--- src/rtl/uart_rx.sv ---
// rtl/uart_rx.sv - oversampling UART receiver with majority-vote sampling and per-frame error pulses
module uart_rx #(
    parameter int DATA_WIDTH = 8,
    parameter int OVS        = 8
) (
    input  logic                  CLK,
    input  logic                  RST,
    input  logic                  RX_IN,
    input  logic                  PAR_EN,
    input  logic                  PAR_TYP,
    output logic [DATA_WIDTH-1:0] P_DATA,
    output logic                  DATA_VALID,
    output logic                  PAR_ERR,
    output logic                  STP_ERR,
    output logic                  BUSY
);

    localparam int EW = $clog2(OVS);
    localparam int BW = (DATA_WIDTH > 1) ? $clog2(DATA_WIDTH) : 1;
    localparam logic [EW-1:0] E_LO   = EW'(OVS / 2 - 1);
    localparam logic [EW-1:0] E_MID  = EW'(OVS / 2);
    localparam logic [EW-1:0] E_HI   = EW'(OVS / 2 + 1);
    localparam logic [EW-1:0] E_LAST = EW'(OVS - 1);
    localparam logic [BW-1:0] B_LAST = BW'(DATA_WIDTH - 1);

    typedef enum logic [2:0] {
        S_IDLE,
        S_START,
        S_DATA,
        S_PARITY,
        S_STOP
    } state_t;

    state_t                  state_q, state_d;
    logic [EW-1:0]           edge_cnt_q, edge_cnt_d;
    logic [BW-1:0]           bit_cnt_q, bit_cnt_d;
    logic [DATA_WIDTH-1:0]   shift_q, shift_d;
    logic [DATA_WIDTH-1:0]   p_data_q, p_data_d;
    logic                    sync_meta_q, sync_meta_d;
    logic                    rxs_q, rxs_d;
    logic                    samp_lo_q, samp_lo_d;
    logic                    samp_mid_q, samp_mid_d;
    logic                    par_en_q, par_en_d;
    logic                    par_typ_q, par_typ_d;
    logic                    par_bad_q, par_bad_d;
    logic                    data_valid_q, data_valid_d;
    logic                    par_err_q, par_err_d;
    logic                    stp_err_q, stp_err_d;
    logic                    maj;
    logic                    edge_wrap;
    logic                    eval;

    always_ff @(posedge CLK) begin
        if (RST) begin
            state_q      <= S_IDLE;
            edge_cnt_q   <= '0;
            bit_cnt_q    <= '0;
            shift_q      <= '0;
            p_data_q     <= '0;
            sync_meta_q  <= 1'b1;
            rxs_q        <= 1'b1;
            samp_lo_q    <= 1'b1;
            samp_mid_q   <= 1'b1;
            par_en_q     <= 1'b0;
            par_typ_q    <= 1'b0;
            par_bad_q    <= 1'b0;
            data_valid_q <= 1'b0;
            par_err_q    <= 1'b0;
            stp_err_q    <= 1'b0;
        end else begin
            state_q      <= state_d;
            edge_cnt_q   <= edge_cnt_d;
            bit_cnt_q    <= bit_cnt_d;
            shift_q      <= shift_d;
            p_data_q     <= p_data_d;
            sync_meta_q  <= sync_meta_d;
            rxs_q        <= rxs_d;
            samp_lo_q    <= samp_lo_d;
            samp_mid_q   <= samp_mid_d;
            par_en_q     <= par_en_d;
            par_typ_q    <= par_typ_d;
            par_bad_q    <= par_bad_d;
            data_valid_q <= data_valid_d;
            par_err_q    <= par_err_d;
            stp_err_q    <= stp_err_d;
        end
    end

    // The third vote is the live synchronized sample, so every decision lands on edge E_HI.
    assign maj       = (samp_lo_q & samp_mid_q) | (samp_lo_q & rxs_q) | (samp_mid_q & rxs_q);
    assign edge_wrap = (edge_cnt_q == E_LAST);
    assign eval      = (edge_cnt_q == E_HI);

    always_comb begin
        state_d      = state_q;
        edge_cnt_d   = edge_wrap ? '0 : edge_cnt_q + EW'(1);
        bit_cnt_d    = bit_cnt_q;
        shift_d      = shift_q;
        p_data_d     = p_data_q;
        sync_meta_d  = RX_IN;
        rxs_d        = sync_meta_q;
        samp_lo_d    = (edge_cnt_q == E_LO)  ? rxs_q : samp_lo_q;
        samp_mid_d   = (edge_cnt_q == E_MID) ? rxs_q : samp_mid_q;
        par_en_d     = par_en_q;
        par_typ_d    = par_typ_q;
        par_bad_d    = par_bad_q;
        data_valid_d = 1'b0;
        par_err_d    = 1'b0;
        stp_err_d    = 1'b0;

        case (state_q)
            S_IDLE: begin
                edge_cnt_d = '0;
                bit_cnt_d  = '0;
                if (!rxs_q) begin
                    state_d = S_START;
                end
            end
            S_START: begin
                if (eval) begin
                    if (maj) begin
                        state_d    = S_IDLE;
                        edge_cnt_d = '0;
                    end else begin
                        par_en_d  = PAR_EN;
                        par_typ_d = PAR_TYP;
                        par_bad_d = 1'b0;
                    end
                end
                if (edge_wrap) begin
                    state_d   = S_DATA;
                    bit_cnt_d = '0;
                end
            end
            S_DATA: begin
                if (eval) begin
                    shift_d = {maj, shift_q[DATA_WIDTH-1:1]};
                end
                if (edge_wrap) begin
                    bit_cnt_d = bit_cnt_q + BW'(1);
                    if (bit_cnt_q == B_LAST) begin
                        state_d = par_en_q ? S_PARITY : S_STOP;
                    end
                end
            end
            S_PARITY: begin
                if (eval) begin
                    par_bad_d = maj ^ (^shift_q) ^ par_typ_q;
                end
                if (edge_wrap) begin
                    state_d = S_STOP;
                end
            end
            S_STOP: begin
                // Leave mid-stop-bit so a start edge half a bit later is not missed.
                if (eval) begin
                    stp_err_d  = ~maj;
                    par_err_d  = par_bad_q;
                    state_d    = S_IDLE;
                    edge_cnt_d = '0;
                    if (maj && !par_bad_q) begin
                        data_valid_d = 1'b1;
                        p_data_d     = shift_q;
                    end
                end
            end
            default: begin
                state_d    = S_IDLE;
                edge_cnt_d = '0;
            end
        endcase
    end

    assign P_DATA     = p_data_q;
    assign DATA_VALID = data_valid_q;
    assign PAR_ERR    = par_err_q;
    assign STP_ERR    = stp_err_q;
    assign BUSY       = (state_q != S_IDLE);

endmodule

--- config.mk ---
export PLATFORM = sky130hd
export DESIGN_NAME = uart_rx
export DESIGN_NICKNAME = d
export VERILOG_FILES = /design/src/rtl/uart_rx.sv
export SDC_FILE = /design/constraint.sdc
export NUM_CORES = 1
export LEC_CHECK = 0
export ABC_AREA = 1
export BUFFER_PORTS_ARGS = -buffer_cell sky130_fd_sc_hd__buf_2
export CAP_MARGIN = 25
export CORE_ASPECT_RATIO = 1.75
export CORE_MARGIN = 10
export CORE_UTILIZATION = 33
export CTS_BUF_LIST = sky130_fd_sc_hd__clkbuf_8
export DETAILED_ROUTE_END_ITERATION = 16
export GPL_TIMING_DRIVEN = 0
export SYNTH_ARGS = -nofsm -noshare
export SYNTH_HDL_FRONTEND = slang
export SYNTH_SLANG_ARGS = --single-unit
--- constraint.sdc ---
create_clock -name CLK -period 1.58 [get_ports CLK]
set_input_delay 0.316 -clock CLK [delete_from_list [all_inputs] [get_ports CLK]]
set_output_delay 0.316 -clock CLK [all_outputs]
set_load 0.1 [all_outputs]
==> flow_summary.ini, run 1 <==
[status]
status = finished, final reports clean

[worst_setup_path]
critical_path.max_fanout = 10
crit_chain = inv_1 > ha_1 > nand2_2 > inv_2 > nand4_4 > buf_6 > o21ai_2 > a21oi_1
critPathMaxStageDelay_ns = 0.31
worstSetupPathType = reg2reg
critPathSlowestCell = dfxtp_1
start_kind = register
worstSetupEndpointType = register
worstPathRequired_ns = 1.77
worst_ep_arrival_time_ns = 1.66

[synth]
synth_top_family_by_area = simple AND/OR/NAND/NOR gates
ys_ff_latch = 35
synth_area_um2 = 1760
synth_xor_area_share_pct = 0
synthSimpleGateAreaFrac_pct = 27.3
yosysWarnings = 0
syn_area_per_cell_um2 = 7.18
ys_types = 27
synthAdderAreaFrac_pct = 4.98
synth_compound_area_share_pct = 16.4
syn-num-nets = 257
netlist_instances = 245
yosysSeqAreaShare_pct = 39.9
synth_mux_area_share_pct = 0

[finish]
final_core_util_pct = 38.8
area_growth_pct = 14.9
fillers = 546
insertedDiodeCount = 0
fin_nets = 279
drive_gt1_share_pct = 21.0

[power_and_ir_drop]
vdd_drop_max_mv = 1.00
powerDensity_nw_per_um2 = 1210
p_leak_nw = 0.963

[clock_network]
h-tree-depth = 2
clk_pin_slew_ns = 0.07
clockBufferDepth = 2
clock_latency_ns = 0.29
ctsHoldBuffers = 0
cts_tree = built
cts_setup_buffers = 0
numCtsBuffers = 5
clock-root-buffer = clkbuf_8
numClockSinks = 35

[detailed_routing]
antenna_left = 0
vias = 1539
dr.pass1.iters = 4
wl_um = 3840
drtIter0Drc = 74
via_per_inst = 4.78
drc = 0
routedWlPerCell_um = 11.9

[timing]
grt_setup_unrepaired = true
finalSetupViolCount = 0
final.setup.tns_ns = 0
fin_skew_ns = 0.00430
period_share_pct = 93.1
max_freq_ghz = 0.680
final.setup.worst_slack_ns = 0.108
period_needed_ns = 1.47
drv_slew = 0
hold_viol = 0
worst_pin_slew_ns = 0.492
relSlewSlack_pct = 67.5

[die]
ios = 17
core_area_um2 = 5210
row_count = 35
initial_utilization_pct = 33.7
die-area_um2 = 8760
die_h_um = 117
die_w_um = 75.2

[grt]
grt_overflow = 0
grt_max_degree = 11
grt_pass1_wl_um = 6530
grt_pass1_vias = 1487
antenna_found_initial = 0
track_usage_pct = 9.73

[run]
drv_cap = 0

[placement]
gp_congestion = 0.787
post-place-ws_ns = -0.0648
hpwl_um = 3020
numPortBuffers = 15

[hold_path]
holdCritPathClass = in2reg
-- Yosys cell counts, drive strengths merged --
cell,instances,area (µm²)
a21oi,26,141
buf,2,26.3
clkbuf,3,12.5
dfxtp,35,701
ha,7,87.6
inv,43,161
nand2,67,256
nand3,15,75.1
nand4,3,33.8
nor2,14,81.3
nor3,2,21.3
o211a,1,10.0
o21ai,24,131
o22ai,1,6.26
or2,2,12.5
-- routing by layer --
layer | part of all wire [%] | global-route usage, %
met5 | 0 | 0
met1 | 36 | 8.26
met3 | 3.2 | 2.21
met2 | 57 | 18.3
met4 | 4.1 | 7.60
-- cells by family after synthesis --
family,after synthesis
AO/OA/AOI/OAI,52
buffers and inverters,48
AND/OR/NAND/NOR,103
flip-flops,35
adder cells (fa/ha/maj),7
-- worst max-delay path, delay by kind of cell (launching register included) --
family                   cells  cell delay [ns]
buffers and inverters        3             0.41
adder cells (fa/ha/maj)      1             0.16
flip-flops                   1             0.31
AND/OR/NAND/NOR              2             0.32
AO/OA/AOI/OAI                2             0.15
-- registers in the layout, summed over array words and instances (netlist names) --
name        cells
rxs_d           1
P_DATA          8
par_bad_q       1
PAR_ERR         1
bit_cnt_q       3
state_q         3
STP_ERR         1
DATA_VALID      1
shift_q         8
par_typ_q       1
edge_cnt_q      3
samp_mid_q      1
par_en_q        1
samp_lo_q       1
rxs_q           1
-- report_power, final --
part | internal [W] | switching [W]
logic | 0.000238 | 0.000525
clock network | 0.000342 | 0.000323
registers | 0.000956 | 0.0000685
-- worst paths after layout --
kind	from	to	slack, ns	cells past startpoint
hold reg to reg	rxs_d	rxs_q	0.42	1
setup reg to reg	edge_cnt_q[1]	P_DATA[7]	0.11	8
setup / recovery	edge_cnt_q[1]	P_DATA[7]	0.11	8
hold / removal	RX_IN	rxs_d	0.20	2
-- placed cells by master, fill, tap and decap left out, drive strengths merged --
| cell | Yosys | final |
|---|---|---|
| a21oi | 26 | 26 |
| ha | 7 | 7 |
| dfxtp | 35 | 35 |
| clkbuf | 3 | 9 |
| clkinv | 0 | 1 |
| o22ai | 1 | 1 |
| nand2 | 67 | 67 |
| nand4 | 3 | 3 |
| nor2 | 14 | 14 |
| nor3 | 2 | 2 |
| or2 | 2 | 2 |
| inv | 43 | 43 |
| buf | 2 | 17 |
| o211a | 1 | 1 |
| o21ai | 24 | 24 |
| nand3 | 15 | 15 |
-- area by class of cell --
class                           instances  area, µm²  area share [%]
Multi-Input combinational cell        162        877            43.4
Sequential cell                        35        704            34.9
Tap cell                               55       68.8            3.41
Inverter                               43        161            7.99
Clock buffer                            6       82.6            4.09
Timing Repair Buffer                   15       81.3            4.03
Clock inverter                          1       5.00           0.248
Buffer                                  5       38.8            1.92
-- stage by stage --
step           hold slack [ns]  instance area [µm²]  cells  power, W
4_1_cts                  0.199                 2000    322   0.00245
3_3_place_gp             0.394                 1900    315   0.00175
5_1_grt                  0.202                 2020    322   0.00263
3_5_place_dp             0.403                 1900    315   0.00176
2_1_floorplan            0.389                 1760    245   0.00163
6_report                 0.204                 2020    322   0.00245
-- timing repair --
item	in CTS	in global routing
endpoints found under the setup margin	15	6
gates resized for setup	5	8
pin swaps	1	2
No activity file was read; power rests on OpenSTA's default activity.
==> run 2: changes to the inputs <==
--- a/config.mk
+++ b/config.mk
@@ -5,15 +5,16 @@
 export SDC_FILE = /design/constraint.sdc
 export NUM_CORES = 1
 export LEC_CHECK = 0
-export ABC_AREA = 1
 export BUFFER_PORTS_ARGS = -buffer_cell sky130_fd_sc_hd__buf_2
 export CAP_MARGIN = 25
+export CELL_PAD_IN_SITES_DETAIL_PLACEMENT = 1
+export CELL_PAD_IN_SITES_GLOBAL_PLACEMENT = 2
 export CORE_ASPECT_RATIO = 1.75
-export CORE_MARGIN = 10
 export CORE_UTILIZATION = 33
 export CTS_BUF_LIST = sky130_fd_sc_hd__clkbuf_8
 export DETAILED_ROUTE_END_ITERATION = 16
 export GPL_TIMING_DRIVEN = 0
+export PLACE_DENSITY_LB_ADDON = 0.1
 export SYNTH_ARGS = -nofsm -noshare
 export SYNTH_HDL_FRONTEND = slang
 export SYNTH_SLANG_ARGS = --single-unit
==> flow_summary.ini, run 2 <==
[detailed_routing]
dr.pass1.iters = 4
wl_um = 3670
vias = 1236
drc = 0
via_per_inst = 5.07
drtIter0Drc = 4
routedWlPerCell_um = 15.0
antenna_left = 0

[die]
initial_utilization_pct = 34.7
die-area_um2 = 4960
die_w_um = 53.7
row_count = 32
core_area_um2 = 4440
die_h_um = 92.4
ios = 17

[synth]
ys_ff_latch = 35
netlist_instances = 157
syn_area_per_cell_um2 = 9.82
synth_ff_type = dfxtp_1
yosysWarnings = 0
synth_area_leader_cell = dfxtp_1
synth_edf_count = 0
syn-num-nets = 169
yosysMostFrequentCell = dfxtp_1
ys_types = 38
synth_commonest_cells = 35 x dfxtp_1, 27 x nor2_1, 20 x mux2i_1, 7 x ha_1, 7 x xnor2_1
synth_area_um2 = 1540
synth.area.top_cells = dfxtp_1 45%, mux2i_1 13%, nor2_1 6.6%
ys_async_sr_fraction_pct = 0
yosysSeqAreaShare_pct = 45.5
synthDominantCellAreaShare_pct = 45.5

[timing]
period_share_pct = 102
final.setup.worst_slack_ns = -0.0304
max_freq_ghz = 0.621
finalSetupViolCount = 9
fin_hold_ws_ns = 0.214
drv_slew = 0
period_needed_ns = 1.61
hold_viol = 0
grt_setup_unrepaired = true
fin_skew_ns = 0.00385
worst_pin_slew_ns = 0.487
relSlewSlack_pct = 67.7

[hold_path]
min_path_cells = 2
holdCritPathClass = in2reg
worst_hold_path.endpoint = rxs_d
hold_start = RX_IN

[grt]
grt_pass1_vias = 1347
grt_max_degree = 11
grt_pass1_wl_um = 6150
antenna_found_initial = 0
track_usage_pct = 17.4
grt_overflow = 0

[clock_network]
h-tree-depth = 2
clockBufferDepth = 2
clk_pin_slew_ns = 0.07
numCtsBuffers = 5
numClockSinks = 35
clock_latency_ns = 0.28
clock-root-buffer = clkbuf_8
cts_tree = built
ctsHoldBuffers = 0

[worst_setup_path]
critPathSlowestCell = or3_4
r2r_start = edge_cnt_q[1]
worst_ep_arrival_time_ns = 1.77
timing.rr.end = P_DATA[0]
cpLargestDelayFamily = simple AND/OR/NAND/NOR gates
start_kind = register
worstPathRequired_ns = 1.74
worstSetupEndpointType = register
worstSetupPathType = reg2reg
critPathMaxStageDelay_ns = 0.40
crit_buf_inv = 2
reg2reg_slack_ns = -0.03
ff2ff_path_depth = 8
crit_chain = inv_2 > ha_4 > and2_4 > nand2_4 > or3_4 > buf_6 > mux2i_1 > nor2_1
critical_path.max_fanout = 5

[finish]
final_core_util_pct = 45.2
final_common_cell = dfxtp_1
seq_area_um2 = 711
fillers = 526
area_growth_pct = 30.4
final_cell_mix = 31 x dfxtp_1, 26 x nor2_1, 20 x mux2i_1
drive_gt1_share_pct = 33.2
multi_input_area_um2 = 881
fin_nets = 204
insertedDiodeCount = 0

[placement]
hpwl_um = 2570
numPortBuffers = 16
gp_congestion = 0.807

[power_and_ir_drop]
vdd_drop_max_mv = 0.595
p_leak_nw = 0.906
powerDensity_nw_per_um2 = 964

[status]
violations = negative setup slack
status = complete, but fails checks

[run]
drv_cap = 0
## run 2: cell count changes after synthesis, sizes merged, moves of 11 or more
cell and delta:
nor2 +13, nand2 -62, nand3 -11, mux2i +20
o21ai -22, a21oi -23, inv -36
## run 2: layout make-up
type | count | area share (%)
timing repair buffer | 29 | 9.96
buffer | 6 | 1.87
clock inverter | 3 | 0.623
sequential | 35 | 35.4
multi-input combinational | 108 | 43.8
inverter | 7 | 1.74
tap | 51 | 3.18
clock buffer | 5 | 3.42
## run 2: how the worst max path moves through the flow
stage             startpoint            to  depth (start not counted)
3_5_place_dp   edge_cnt_q[0]  bit_cnt_q[2]                          6
2_1_floorplan  edge_cnt_q[0]     P_DATA[0]                          8
6_report       edge_cnt_q[1]     P_DATA[0]                          8
4_1_cts        edge_cnt_q[1]     P_DATA[0]                          8
5_1_grt        edge_cnt_q[1]     P_DATA[0]                          8
3_3_place_gp   edge_cnt_q[0]  bit_cnt_q[2]                          6
## run 2: metal layers
layer / track usage, % / vias up / wire length [µm]
met1: 16.5 / 592 / 1340
met3: 4.43 / 10 / 106
met5: 0 / - / 0
met4: 8.99 / 0 / 108
li1: - / 610 / -
met2: 31.9 / 24 / 2110
## run 2: per-stage QoR
step / cells / power [W] / TNS, ns / setup slack [ns] / area (µm²)
CTS: 239 / 0.00188 / -0.658 / -0.0691 / 1920
finish: 244 / 0.00194 / -0.180 / -0.0304 / 2010
global placement: 224 / 0.00120 / -1.99 / -0.190 / 1710
detailed placement: 224 / 0.00121 / -2.44 / -0.212 / 1710
floorplan: 157 / 0.00115 / -0.0407 / -0.0136 / 1570
global route: 244 / 0.00203 / -1.29 / -0.123 / 2010
## run 2: what timing repair did
item	CTS	global route
endpoints found under the setup margin	25	26
setup buffers	7	5
cloned	1	0
pin swaps	4	2
hold endpoints to repair	0	0
gates resized for setup	19	16
## run 2: cell families after synthesis
family                   after synthesis  synth area share [%]
adder cells (fa/ha/maj)                8                  6.57
AND/OR/NAND/NOR                       52                  15.7
XOR/XNOR                               9                  5.11
buffers and inverters                 14                  4.30
flip-flops                            35                  45.5
multiplexers                          21                  13.7
AO/OA/AOI/OAI                         18                  9.17
## run 2: power by group
group	switching, W	internal [W]
combinational	0.000208	0.000164
clock	0.000320	0.000296
sequential	0.0000395	0.000908
total	0.000568	0.00137
## run 2: worst reg2reg max path, stage by stage (launching register included)
cell and delay (ns):
dfxtp_2 0.33, inv_2 0.07, ha_4 0.13, and2_4 0.16, nand2_4 0.05, or3_4 0.40
buf_6 0.15, mux2i_1 0.14, nor2_1 0.05
